`src/rtl/boton_eventos.sv`:
```
// boton_eventos
// Button gesture decoder. Turns the debounced push-button level into
// one-cycle event pulses: short press, long press, and auto-repeat while
// a long press is held.
//
// Ports:
//   clk              system clock
//   rst              asynchronous reset, active low
//   boton_limpio     debounced button level, 1 = pressed
//   presionado       registered level, 1 while a press is being tracked
//   pulso_corto      one-cycle pulse, press released before the hold threshold
//   pulso_largo      one-cycle pulse, hold reached LARGO_CICLOS
//   pulso_repeticion one-cycle pulse, periodic auto-repeat during a long hold
//
// state         | meaning
// --------------+---------------------------------------------------------
// ESPERA_SUELTA | after reset, wait for a release so a held button is ignored
// REPOSO        | idle, button released
// PRESIONADO    | pressed, counting toward the long-press threshold
// LARGO         | long press held, counting auto-repeat periods
module boton_eventos #(
    parameter int LARGO_CICLOS   = 100000000,
    parameter int REPETIR_CICLOS = 25000000,
    parameter int ANCHO_CONT     = 27
) (
    input  logic clk,
    input  logic rst,
    input  logic boton_limpio,
    output logic presionado,
    output logic pulso_corto,
    output logic pulso_largo,
    output logic pulso_repeticion
);

    typedef enum logic [1:0] {
        ESPERA_SUELTA,
        REPOSO,
        PRESIONADO,
        LARGO
    } estado_t;

    localparam logic [ANCHO_CONT-1:0] FIN_LARGO = ANCHO_CONT'(LARGO_CICLOS - 1);
    // Repeat terminal count is only meaningful when repeat is enabled.
    localparam logic [ANCHO_CONT-1:0] FIN_REP   =
        ANCHO_CONT'((REPETIR_CICLOS > 0) ? (REPETIR_CICLOS - 1) : 0);
    localparam logic                  REP_ON    = (REPETIR_CICLOS != 0);
    localparam logic [ANCHO_CONT-1:0] UNO       = ANCHO_CONT'(1);
    localparam logic [ANCHO_CONT-1:0] CERO      = '0;

    estado_t               estado_q, estado_d;
    logic [ANCHO_CONT-1:0] cont_q, cont_d;
    logic                  presionado_q, presionado_d;
    logic                  corto_q, corto_d;
    logic                  largo_q, largo_d;
    logic                  rep_q, rep_d;

    always_ff @(posedge clk or negedge rst) begin
        if (!rst) begin
            estado_q     <= ESPERA_SUELTA;
            cont_q       <= CERO;
            presionado_q <= 1'b0;
            corto_q      <= 1'b0;
            largo_q      <= 1'b0;
            rep_q        <= 1'b0;
        end else begin
            estado_q     <= estado_d;
            cont_q       <= cont_d;
            presionado_q <= presionado_d;
            corto_q      <= corto_d;
            largo_q      <= largo_d;
            rep_q        <= rep_d;
        end
    end

    always_comb begin
        estado_d = estado_q;
        cont_d   = cont_q;
        corto_d  = 1'b0;
        largo_d  = 1'b0;
        rep_d    = 1'b0;

        unique case (estado_q)
            ESPERA_SUELTA: begin
                if (!boton_limpio) begin
                    estado_d = REPOSO;
                end
            end
            REPOSO: begin
                if (boton_limpio) begin
                    estado_d = PRESIONADO;
                    cont_d   = UNO;
                end
            end
            PRESIONADO: begin
                // Release wins over a coincident threshold.
                if (!boton_limpio) begin
                    estado_d = REPOSO;
                    cont_d   = CERO;
                    corto_d  = 1'b1;
                end else if (cont_q == FIN_LARGO) begin
                    estado_d = LARGO;
                    cont_d   = CERO;
                    largo_d  = 1'b1;
                end else begin
                    cont_d   = cont_q + UNO;
                end
            end
            LARGO: begin
                if (!boton_limpio) begin
                    estado_d = REPOSO;
                    cont_d   = CERO;
                end else if (REP_ON && (cont_q == FIN_REP)) begin
                    cont_d   = CERO;
                    rep_d    = 1'b1;
                end else if (REP_ON) begin
                    cont_d   = cont_q + UNO;
                end else begin
                    cont_d   = CERO;
                end
            end
            default: begin
                estado_d = ESPERA_SUELTA;
                cont_d   = CERO;
            end
        endcase

        presionado_d = (estado_d == PRESIONADO) || (estado_d == LARGO);
    end

    assign presionado       = presionado_q;
    assign pulso_corto      = corto_q;
    assign pulso_largo      = largo_q;
    assign pulso_repeticion = rep_q;

endmodule

```
`config.mk`:
```
export PLATFORM = sky130hd
export DESIGN_NAME = boton_eventos
export DESIGN_NICKNAME = d
export VERILOG_FILES = /design/src/rtl/boton_eventos.sv
export SDC_FILE = /design/constraint.sdc
export NUM_CORES = 1
export LEC_CHECK = 0
export ABC_AREA = 1
export BUFFER_PORTS_ARGS = -buffer_cell sky130_fd_sc_hd__buf_2
export CAP_MARGIN = 20
export CORE_MARGIN = 4
export CORE_UTILIZATION = 62
export DETAILED_ROUTE_END_ITERATION = 6
export PLACE_DENSITY = 0.76
export SLEW_MARGIN = 20
export SYNTH_ARGS = -nofsm -noshare
export SYNTH_HDL_FRONTEND = slang
export SYNTH_SLANG_ARGS = --single-unit
```
`constraint.sdc`:
```
create_clock -name clk -period 2.1 [get_ports clk]
set_clock_uncertainty 0.2 [all_clocks]
set_input_delay 0.315 -clock clk [delete_from_list [all_inputs] [get_ports clk]]
set_output_delay 0.315 -clock clk [all_outputs]
set_load 0.01 [all_outputs]
```
==> key figures <==
Critical path
  – CP Launch Type: flip-flop
  – Crit Path Class: flip-flop to flip-flop
  – Worst Path Arrival: 2020 ps
  – Worst EP required: 2120 ps
  – Worst-path maximum fanout: 10
  – Register-to-Register Path Depth: 9
  – CP Capture Type: flip-flop

Synthesis
  – Syn avg cell area: 6.94 um^2
  – Syn nets: 345
  – Post-synth top cells: nand2_1 (70), nor2_1 (51), inv_1 (42)
  – YS warnings: 0
  – Synth area leader: dfrtp_1
  – EDFF count, synth: 0
  – Library cells used by synthesis: 31
  – Asr flop ratio synth: 1.00
  – Post-Syn Area: 0.00235 mm^2
  – Ys flop type: dfrtp_1
  – Sequential fraction of the synthesis area: 0.352
  – Area fraction of the dominant cell type after synthesis: 0.352
  – Largest cells by area after synthesis: dfrtp_1 (35%), nand2_1 (11%), nor2_1 (8.2%), inv_1 (6.7%), nand3_1 (5.3%)
  – Cells after synthesis: 338
  – Most frequent cell after synthesis: nand2_1
  – Yosys reg bits: 33

Timing
  – Worst-Margin Slew: 742 ps
  – Max transition margin: 0.505
  – Worst setup margin: 95.2 ps
  – Unrepaired setup endpoints after global routing: true
  – Hold Worst Slack: 186 ps
  – Crit share post-route: 0.955
  – Hold Fails Final Rpt: 0
  – Max Slew Vio Count: 0
  – Final setup viols: 0
  – FMAX: 0.499 GHz
  – Tmin final: 2000 ps

Drt
  – Vias: 2402
  – Final WL: 6260 um
  – Routed wire per std cell: 15.2 um
  – DR pass1 iterations: 6
  – DRT iter0 DRCs: 314
  – Vias per cell: 5.82
  – Post-route antenna net violation count: 0
  – Drt drc: 0

Place
  – Detail Placement HPWL: 4800 um
  – DP Worst Slack: 70.3 ps
  – Placed cell area: 0.00251 mm^2
  – Placer Congestion: 1.02
  – Port-buffer cells: 6

Finish
  – Nets: 371
  – Final Util: 0.732
  – Layout cells sized above 1: 0.184
  – Inserted Diodes: 0
  – Layout area overhead: 14.2%
  – Cell area after layout: 0.00268 mm^2

GRT
  – Largest net degree at the start of global routing: 34
  – GRT overflow: 0
  – Global-route wire length before repair: 10400 um
  – Vias in the first global route: 2211
  – Initial antenna violation count: 0
  – All-Layer GR Usage: 0.274

Power
  – Tot Pwr: 2120 uW
  – Power Internal: 1350 uW
  – Clk pwr share: 0.303
  – Flop pwr share: 0.350
  – Switching fraction of total power: 0.363
  – Pwr dens: 790 mW/mm^2
  – Net Sw Power: 768 uW
  – Combinational group share of total power: 0.347
  – Maximum VDD drop: 0.000746 V
  – Leak Pwr: 0.00115 uW

CTS
  – Clock slew seen by the registers of the worst setup and hold paths: 80 ps
  – CTS root buf: clkbuf_8
  – CTS tree: done
  – H-tree Lvls: 2
  – Clk sinks: 33
  – TritonCTS Buffers: 5
  – Clk_lat worst skew: 300 ps
  – Longest Clk Path Bufs: 2

Job
  – Max-Cap Viols: 0

Floorplanning
  – Core Area: 0.00366 mm^2
  – Die area: 0.00483 mm^2
  – Ports: 7
  – DIE HEIGHT: 69.5 um
  – Row cnt: 22
  – Die width: 69.5 um
  – Initial core utilization: 0.641

Status
  – Status: finished, final reports clean

Min path
  – Worst hold path depth: 2
  – Hold Crit Class: input pin to flip-flop
==> kinds of logic (layout without fill, tap and decap cells) <==
group,Yosys count,count (layout),synth area share
fa+ha+maj,4,4,0.0213
buf+inv,54,81,0.0991
flops,33,33,0.352
compound gates,39,39,0.0906
xor+xnor,13,13,0.0485
simple gates,195,195,0.389
==> area by class of cell <==
type / instances / area (um^2)
inverters: 46 / 173
well taps: 48 / 60.1
fillers: 316 / 981
multi-input cells: 251 / 1310
flip-flops and latches: 33 / 826
clock inverters: 2 / 37.5
clock buffers: 6 / 82.6
repair buffers: 27 / 190
==> worst max-delay path: stages (launching register included) <==
cell and delay [ps]:
dfrtp_1 420, inv_1 100, ha_1 170, nor2_1 70, o21ai_2 250, buf_4 150
buf_4 150, nand3_1 100, xor2_1 170, a21oi_1 160
==> per-stage QoR <==
step / cells / setup TNS, ps
floorplan: 338 / 0
global placement: 402 / 0
detailed placement: 402 / 0
CTS: 411 / 0
global route: 413 / -112
finish: 413 / 0
==> power by group through the flow <==
stage          clock [uW]  combinational (uW)  sequential [uW]
6_report              641                 735              740
2_1_floorplan           0                 467              745
5_1_grt               682                 817              747
3_5_place_dp            0                 688              747
3_3_place_gp            0                 679              746
4_1_cts               643                 699              737
==> registers in the layout, summed over array words and instances (netlist names) <==
register	flops
pulso_corto	1
cont_q	27
estado_q	2
pulso_repeticion	1
presionado	1
pulso_largo	1
==> layout by cell type, fill, tap and decap left out, types with 2 or more instances in the layout <==
master	instances
nand4_1	12
nor2_2	6
inv_2	4
a21oi_1	22
inv_1	42
xor2_1	11
buf_2	6
clkbuf_8	6
nand2_2	10
nor2_1	51
nor2_4	4
nand3_1	25
xnor2_1	2
nand2_1	70
ha_1	3
nor3_1	8
nand2_4	2
buf_4	20
dfrtp_1	33
o21ai_0	7
o22ai_1	4
==> final timing paths <==
path	start	end	slack [ps]
min in group asynchronous	rst	cont_q[23]$_DFFE_PN0P_	410
worst max register to register	estado_q[0]$_DFF_PN0_	cont_q[16]$_DFFE_PN0P_	100
worst min register to register	cont_q[1]$_DFFE_PN0P_	cont_q[1]$_DFFE_PN0P_	360
max in group asynchronous	rst	pulso_corto$_DFF_PN0_	800
worst min-delay path	boton_limpio	pulso_corto$_DFF_PN0_	190
worst max-delay path	estado_q[0]$_DFF_PN0_	cont_q[16]$_DFFE_PN0P_	100
==> layer usage <==
metal,share of wire,track usage,vias to the layer above
met1,0.39,0.344,1121
met2,0.49,0.443,125
met5,0,0,-
met3,0.079,0.0551,28
met4,0.042,0.143,0
li1,-,-,1128
==> what timing repair did <==
action / in CTS / in global routing
gates resized for setup: 0 / 5
setup endpoints to repair: 0 / 15
hold buffers: 1 / 0
setup buffers: 0 / 2
endpoints found under the hold margin: 33 / 0
Power figures use the tool's default switching activity.
